File: config.mk
export PLATFORM = sky130hd
export DESIGN_NAME = hazard_ctrl
export DESIGN_NICKNAME = d
export VERILOG_FILES = /design/src/rtl/hazard_ctrl.sv
export SDC_FILE = /design/constraint.sdc
export NUM_CORES = 1
export LEC_CHECK = 0
export BUFFER_PORTS_ARGS = -buffer_cell sky130_fd_sc_hd__buf_2
export CAP_MARGIN = 25
export CORE_MARGIN = 2
export CORE_UTILIZATION = 45
export DETAILED_ROUTE_END_ITERATION = 8
export PLACE_DENSITY = 0.76
export SETUP_SLACK_MARGIN = 0.05
export SLEW_MARGIN = 20
export SYNTH_ARGS = -nofsm -noshare
export SYNTH_HDL_FRONTEND = slang
export SYNTH_SLANG_ARGS = --single-unit
File: constraint.sdc
create_clock -name clock -period 2.13 [get_ports clock]
set_input_delay 0.426 -clock clock [delete_from_list [all_inputs] [get_ports clock]]
set_output_delay 0.426 -clock clock [all_outputs]
set_load 0.1 [all_outputs]
File: src/rtl/hazard_ctrl.sv
// hazard_ctrl: pipeline sequencing controller for the 5-stage core.
// Detects load-use hazards, freezes the pipe during data-memory waits,
// sequences branch flushes (including one deferred across a freeze) and
// produces the EX-stage operand forwarding selects.
module hazard_ctrl #(
    parameter int MEM_TIMEOUT = 15,
    parameter int CNT_W       = 16
) (
    input  logic             clock,
    input  logic             reset,
    input  logic [4:0]       id_ra_addr,
    input  logic [4:0]       id_rt_addr,
    input  logic             id_use_ra,
    input  logic             id_use_rt,
    input  logic [4:0]       ex_dest,
    input  logic             ex_dm_read,
    input  logic             ex_reg_write,
    input  logic [4:0]       mem_dest,
    input  logic             mem_dm_read,
    input  logic             mem_reg_write,
    input  logic [4:0]       wb_dest,
    input  logic             wb_reg_write,
    input  logic             mem_access,
    input  logic             dm_ready,
    input  logic             branch_taken,
    output logic             enable_pc,
    output logic             hold_REG1,
    output logic             hold_REG2,
    output logic             hold_REG3,
    output logic             hold_REG4,
    output logic             do_flush_REG1,
    output logic             do_flush_REG2,
    output logic [1:0]       fwd_sel_ra,
    output logic [1:0]       fwd_sel_rt,
    output logic             mem_timeout,
    output logic [CNT_W-1:0] stall_count
);

    localparam int WC_W = $clog2(MEM_TIMEOUT + 1);
    // Last counter value before the wait is declared dead.
    localparam logic [WC_W-1:0] WC_LAST = WC_W'(MEM_TIMEOUT - 1);

    typedef enum logic [1:0] {
        ST_RUN      = 2'd0,
        ST_LU_STALL = 2'd1,
        ST_MEM_WAIT = 2'd2
    } state_t;

    state_t           state_r;
    logic [WC_W-1:0]  wait_cnt_r;
    logic             branch_pending_r;
    logic             mem_timeout_r;
    logic [CNT_W-1:0] stall_count_r;
    logic [4:0]       ex_ra_r;
    logic [4:0]       ex_rt_r;

    logic lu_s;
    logic mw_s;
    logic freeze_s;
    logic branch_s;
    logic timeout_s;

    // Forwarding select for one EX source: MEM beats WB, loads in MEM take DM_out.
    function automatic logic [1:0] fwd_pick(
        input logic [4:0] src,
        input logic [4:0] m_dest,
        input logic       m_wr,
        input logic       m_ld,
        input logic [4:0] w_dest,
        input logic       w_wr
    );
        logic [1:0] sel;
        if (m_wr && (m_dest == src)) begin
            sel = m_ld ? 2'd3 : 2'd1;
        end else if (w_wr && (w_dest == src)) begin
            sel = 2'd2;
        end else begin
            sel = 2'd0;
        end
        return sel;
    endfunction

    assign lu_s = ex_dm_read & ex_reg_write &
                  ((id_use_ra & (ex_dest == id_ra_addr)) |
                   (id_use_rt & (ex_dest == id_rt_addr)));
    assign mw_s      = mem_access & ~dm_ready;
    assign branch_s  = branch_taken | branch_pending_r;
    assign timeout_s = (state_r == ST_MEM_WAIT) & freeze_s & (wait_cnt_r == WC_LAST);

    // Freeze decision: once waiting, only dm_ready releases the pipe.
    always_comb begin
        freeze_s = 1'b0;
        case (state_r)
            ST_MEM_WAIT: freeze_s = ~dm_ready;
            ST_RUN,
            ST_LU_STALL: freeze_s = mw_s;
            default:     freeze_s = mw_s;
        endcase
    end

    // Pipe controls: freeze > load-use > branch flush; quiet while in reset.
    always_comb begin
        enable_pc     = 1'b1;
        hold_REG1     = 1'b0;
        hold_REG2     = 1'b0;
        hold_REG3     = 1'b0;
        hold_REG4     = 1'b0;
        do_flush_REG1 = 1'b0;
        do_flush_REG2 = 1'b0;
        fwd_sel_ra    = 2'd0;
        fwd_sel_rt    = 2'd0;
        if (!reset) begin
            enable_pc = 1'b1;
        end else begin
            fwd_sel_ra = fwd_pick(ex_ra_r, mem_dest, mem_reg_write, mem_dm_read,
                                  wb_dest, wb_reg_write);
            fwd_sel_rt = fwd_pick(ex_rt_r, mem_dest, mem_reg_write, mem_dm_read,
                                  wb_dest, wb_reg_write);
            if (freeze_s) begin
                enable_pc = 1'b0;
                hold_REG1 = 1'b1;
                hold_REG2 = 1'b1;
                hold_REG3 = 1'b1;
                hold_REG4 = 1'b1;
            end else if (lu_s) begin
                enable_pc     = 1'b0;
                hold_REG1     = 1'b1;
                do_flush_REG2 = 1'b1;
            end else if (branch_s) begin
                do_flush_REG1 = 1'b1;
            end else begin
                do_flush_REG1 = 1'b0;
            end
        end
    end

    // Sequencer state, wait counter, deferred branch and sticky timeout flag.
    always_ff @(posedge clock or negedge reset) begin
        if (!reset) begin
            state_r          <= ST_RUN;
            wait_cnt_r       <= {WC_W{1'b0}};
            branch_pending_r <= 1'b0;
            mem_timeout_r    <= 1'b0;
        end else if (freeze_s) begin
            branch_pending_r <= branch_pending_r | branch_taken;
            if (timeout_s) begin
                mem_timeout_r <= 1'b1;
                wait_cnt_r    <= {WC_W{1'b0}};
                state_r       <= ST_RUN;
            end else begin
                wait_cnt_r <= wait_cnt_r + WC_W'(1);
                state_r    <= ST_MEM_WAIT;
            end
        end else begin
            wait_cnt_r <= {WC_W{1'b0}};
            if (lu_s) begin
                state_r <= ST_LU_STALL;
            end else begin
                state_r <= ST_RUN;
                if (branch_s) begin
                    branch_pending_r <= 1'b0;
                end else begin
                    branch_pending_r <= branch_pending_r;
                end
            end
        end
    end

    // Saturating count of cycles in which the pc was held.
    always_ff @(posedge clock or negedge reset) begin
        if (!reset) begin
            stall_count_r <= {CNT_W{1'b0}};
        end else if (!enable_pc && (stall_count_r != {CNT_W{1'b1}})) begin
            stall_count_r <= stall_count_r + CNT_W'(1);
        end else begin
            stall_count_r <= stall_count_r;
        end
    end

    // Shadow of the EX source addresses, tracking REG2 advance and flush.
    always_ff @(posedge clock or negedge reset) begin
        if (!reset) begin
            ex_ra_r <= 5'd0;
            ex_rt_r <= 5'd0;
        end else if (do_flush_REG2) begin
            ex_ra_r <= 5'd0;
            ex_rt_r <= 5'd0;
        end else if (!hold_REG2) begin
            ex_ra_r <= id_ra_addr;
            ex_rt_r <= id_rt_addr;
        end else begin
            ex_ra_r <= ex_ra_r;
            ex_rt_r <= ex_rt_r;
        end
    end

    assign mem_timeout = mem_timeout_r;
    assign stall_count = stall_count_r;

endmodule

Yosys cells after proc, flatten, opt, wreduce, memory -nomap -nowiden --
Index checks and enable logic that the tools add are counted.
Cells by class: add/subtract/negate cells 2, equal/unequal tests 11, mux-type cells 34, bitwise gates (word level) 10, reductions and logical operators 9
Operator list (count):
- 5-bit == test | 6
- 5-bit two-way mux | 4
- 1-bit two-way mux | 19
- 2-bit two-way mux | 9
- 16-bit by 1-bit adder with 16-bit output (second input constant) | 1
- 16-bit inequality test (second input constant) | 1
- 4-bit two-way mux | 2
- 1-bit bitwise AND | 7
- 1-bit logical AND | 5
- 4-bit by 1-bit adder with 4-bit output (second input constant) | 1
- 4-bit == test (second input constant) | 1
- 2-bit by 1-bit inequality test with 1-bit output (second input constant) | 2
- 2-bit AND reduction | 2
- 2-bit == test (second input constant) | 1
- 1-bit OR | 2
- 2-bit nonzero test | 1
- 1-bit logical NOT | 1
- 1-bit NOT | 1
Word-level totals: register bits 34, input bits 37, logic and storage cells 73

Depth between registers and ports, before layout --
word-level depth 9, mapped depth 9, mapped depth without buffers 8

Least setup slack after synthesis --
OpenSTA, ideal clock, no wires.
kind input -> output, start point input port mem_dest[4], end point output port fwd_sel_rt[1], data arrival time 3.280 ns, slack -1.576 ns, stages 6, path through xnor2_1 nand3_1 nor3_1 and3_1 a41oi_1 a21oi_1
Between the ends: word-level cells in the longest chain between the ends 4
RTL lines:
- start: declaration | line 18 | input logic [4:0] mem_dest,
- 5-bit == test | line 73 | if (m_wr && (m_dest == src)) begin
- 1-bit logical AND | line 73
- 2-bit two-way mux | line 73
- 2-bit two-way mux | line 112 | if (!reset) begin
- end: declaration | line 34 | output logic [1:0] fwd_sel_rt,
Every way passes these cells.

Worst setup path after layout --
start point register ex_rt_r[0], end point output port fwd_sel_rt[1]
Between the ends: word-level cells in the longest chain between the ends 5, elaborated cells on any way between the ends 7, those cells by class 2 x eq/ne; 3 x mux; 2 x reduce/logical
RTL lines:
- start: declaration | line 55 | logic [4:0] ex_rt_r;
- start signal: assignment | line 190 | ex_rt_r <= id_rt_addr;
- start signal: assignment | line 193 | ex_rt_r <= ex_rt_r;
- 5-bit == test | line 75 | end else if (w_wr && (w_dest == src)) begin
- 1-bit logical AND | line 75
- 2-bit two-way mux | line 75
- 2-bit two-way mux (*) | line 73
- 2-bit two-way mux (*) | line 112
Mark *: on every way between the ends. The rest lies on a longest branch, timed or not.

==> results by stage <==
Run status:
- The run finished, with violations left.
- The final reports fail on setup timing.

Power:
- Of the total power, the clock network draws 0.246.
- Summed over all nets, the switching power comes to 0.00101 W.
- Power spread over the standard cell area amounts to 764 mW/mm^2.
- The internal portion of the total power is 0.00134 W.
- Summed over all cells, the static leakage comes to roughly 1.5 nW.
- After layout, the design draws a total of between 0.002 and 0.0025 W.
- The share of total power dissipated in sequential elements is 0.353.
- The power share of the combinational group is 0.401.
- The worst-case IR drop observed on VDD is about 1.5 mV.
- The switching power share of the total is 0.429.

GRT:
- The number of global-route vias before repair was about 1.9k.
- The first global-routing pass estimated 8420 microns of wire.
- The maximum number of pins on one net before global-route repair is 23.
- The number of antenna violations at the first check in global routing is 0.
- The overall track demand over capacity in global routing is 0.218.
- The total overflow reported by the global router is 0.

Die:
- The die covers between 0.004 and 0.005 sq mm.
- The number of ports placed on the die boundary is 65.
- The number of placement rows is 24.
- The total core area is around 0.0043 sq mm.
- The die span in y is between 70 and 80 microns.
- For this configuration, the core starts out at a cell density of 0.458.
- In this run the horizontal extent of the chip is approximately 70 microns.

Placed design:
- In this run the tool buffered the top-level ports with 64 buffer cells.
- The HPWL after detailed placement is around 3800 microns.
- The total placed cells including tap cells is about 340.
- Routability-driven placement finished with a final weighted congestion of about 0.87.

Critical path:
- The worst stage delay on the critical path is 0.41 ns.
- The startpoint of the lowest-slack register-to-register path is state_r[0].
- The worst reg2reg path depth is 9.
- The end of the worst register-to-register path is stall_count[8].
- The worst setup path is launched from a flip-flop.
- The critical path buffer and inverter count is 2.
- Traced cell by cell, the critical path runs through buf_4, xor2_1, nor4_1, a41oi_1, a21oi_4, buf_12.
- The setup slack of the worst register-to-register path is ~0.23 ns.
- In this run the worst path has a maximum fanout of 3.
- Counting buffers and inverters, the worst setup path is 6 cells deep.
- The cell family contributing the most delay on the critical path is compound AO/OA/AOI/OAI gates.
- The type of the setup path with the least slack is reg -> out.
- The required arrival time at the worst endpoint is about 1.7 ns.
- The critical-path cell with the highest stage delay is dfrtp_1.
- The kind of end point of the critical path is an output port.
- The worst path arrival time is roughly 1.9 ns.

Logic synthesis:
- The mean cell area of the mapped netlist is approximately 9.5 sq um.
- In this run, distinct cell masters in the synthesized netlist total 35.
- The dominant synthesized flop cell is dfrtp_1.
- The area share of the largest cell type after synthesis is 0.433.
- The fraction of registers with async set or reset after synthesis is 1.00.
- The number of enable-type register cells in the synthesized netlist is 0.
- The Yosys step of the flow raised 0 warnings.
- In this run, synthesis produced a sequential element count of 34.
- After synthesis the cells add up to 0.00197 sq mm.
- The synthesized design spends more area on one cell type than any other, namely dfrtp_1.
- The number of nets produced by synthesis is approximately 250.
- After synthesis, the cell types taking the most area are dfrtp_1, xor2_1, xnor2_1.
- Counting every instance in the synthesized netlist gives roughly 210.
- The register area share after synthesis is 0.433.

Timing:
- The count of final max-slew check failures is 0.
- For the final database, setup skew stands at ~0.0067 ns.
- The final hold violation count is 0.
- Measured against its own limit, the worst slew margin works out to 0.672.
- The minimum setup slack in the final design is -0.150 ns.
- Dividing the final minimum period by the clock period gives 1.07.
- The final count of negative-setup-slack endpoints is 7.
- Setup repair after global routing could not meet its margin everywhere.
- The actual transition at the worst max-transition pin is between 0.4 and 0.5 ns.
- For the final routed database, the setup TNS stands at -0.345 ns.
- Derived from the worst setup path, the maximum achievable clock frequency is between 400 and 500 MHz.
- For the finished layout, the period the worst path requires is 2.28 ns.

Hold path:
- The worst hold path belongs to the class in -> async.

Layout:
- Leaving out fill and tap cells, the most frequent cells in the layout are buf_2, dfrtp_1, nand2_1, buf_4, xor2_1.
- The final net count is ~350.
- The antenna diode instance count is 0.
- The library cell used most frequently in the layout, excluding fill and tap cells, is buf_2.
- The area overhead of the layout relative to synthesis is 56.5%.
- Of the cells placed in the final design, the portion with a size suffix greater than 1 is 0.436.
- The final instance count without filler cells is 364.

Detailed routing:
- The detailed router finished its first iteration with 22 violations.
- The per-cell routed wire length is around 14 microns.
- In the routed design, unresolved DRC markers number 0.
- The routed design has about 5100 microns of wire.
- The count of antenna-violating nets left after detailed routing is 0.
- The total iterations of the first detailed-routing run is 4.
- Dividing the detail-routed via count by the number of cells gives between 5 and 6.
- For this block, the via count after detailed routing is ~1.8k.

Clock tree:
- No sink is reached through more buffers than the 2 on the longest clock path.
- TritonCTS created 5 clock buffers.
- TritonCTS built the clock tree.
- Clock tree synthesis found a total of 34 sinks.
- The later pin in the worst-skew pair is clocked with a latency of ~0.28 ns.
- Clock-pin slew was measured on the worst setup and hold paths at 0.07 ns.
- The CTS root buffer is clkbuf_8.
- The clock tree synthesis step divided the H-tree into 2 levels.

Job:
- The number of violations of the max-capacitance limit is 0.
-- what timing repair did --
item	4_1_cts	5_1_grt
endpoints found under the setup margin	10	15
endpoints found under the hold margin	1	0
hold buffers	1	0
pin swaps	9	3
gates resized for setup	25	8
setup buffers	10	3
-- worst register-to-register path, delay by kind of cell, from the launching register on --
kind	cells	cell delay, ns
and+or+nand+nor	5	0.71
DFF	1	0.38
muxes	1	0.33
buffers and inverters	2	0.24
AOI/OAI and AO/OA	1	0.12
-- registers in the layout (all words and copies together), names as in the netlist --
register,cells
wait_cnt_r,4
stall_count,16
state_r,2
branch_pending_r,1
ex_rt_r,5
mem_timeout,1
ex_ra_r,5
-- metrics by stage --
stage	util	cell area (sq um)	hold slack, ns	setup WS (ns)
2_1_floorplan	-	2070	0.130	-0.365
3_3_place_gp	0.638	2740	0.295	-0.128
3_5_place_dp	0.638	2740	0.308	-0.171
4_1_cts	0.705	3030	0.000870	-0.112
5_1_grt	0.717	3080	0.00709	-0.255
6_report	0.717	3080	0.00828	-0.150
-- power by group through the flow --
stage	logic, W	registers [W]	clock network (W)
6_report	0.000943	0.000831	0.000578
5_1_grt	0.000990	0.000847	0.000607
4_1_cts	0.000940	0.000830	0.000586
3_5_place_dp	0.000897	0.000840	0
3_3_place_gp	0.000878	0.000837	0
2_1_floorplan	0.000273	0.00122	0
-- worst max path at each step --
stage | slack (ns) | startpoint | to
2_1_floorplan | -0.36 | ex_dest[3] | stall_count[1]
5_1_grt | -0.26 | ex_rt_r[4] | fwd_sel_rt[1]
3_3_place_gp | -0.13 | ex_dest[0] | do_flush_REG1
4_1_cts | -0.11 | ex_ra_r[4] | fwd_sel_ra[1]
6_report | -0.15 | ex_rt_r[0] | fwd_sel_rt[1]
3_5_place_dp | -0.17 | ex_dest[0] | do_flush_REG1
-- cells by family (layout without fill, tap and decap cells) --
group / Yosys count / after routing / share of synthesized area
AOI/OAI and AO/OA: 23 / 23 / 0.0795
xor gates and xnor gates: 43 / 43 / 0.191
adders and majority gates: 3 / 3 / 0.0191
buffers and inverters: 12 / 116 / 0.0318
DFF: 34 / 34 / 0.433
muxes: 4 / 4 / 0.0223
and+or+nand+nor: 89 / 89 / 0.223
-- cells in the mapped netlist (2+ instances only) --
library cell   n
a41oi_1        2
nand2_1       31
xor2_1        26
clkbuf_1       2
nand4_1        8
nor4_1         2
inv_1          6
ha_1           3
xnor2_1       17
o21ai_0       12
nor3_1         7
nand3_1        9
dfrtp_1       34
and3_1         4
a21oi_1        3
nor2_1        20
mux2_2         2
buf_4          2
nor2b_1        2
-- cell type report --
class                      count  area, sq um
timing repair buffer         101          820
tap                           52         65.1
multi-input combinational    162         1200
clock inverter                 1         30.0
clock buffer                   7         76.3
sequential                    34          853
inverter                       7         32.5
fill                         311         1220
-- layer usage --
metal | part of all wire | global-route usage | vias to the layer above
li1 | - | - | 915
met1 | 0.38 | 0.231 | 869
met2 | 0.56 | 0.419 | 47
met3 | 0.044 | 0.0491 | 10
met4 | 0.018 | 0.0748 | 0
met5 | 0 | 0 | -
Power figures use the tool's default switching activity.
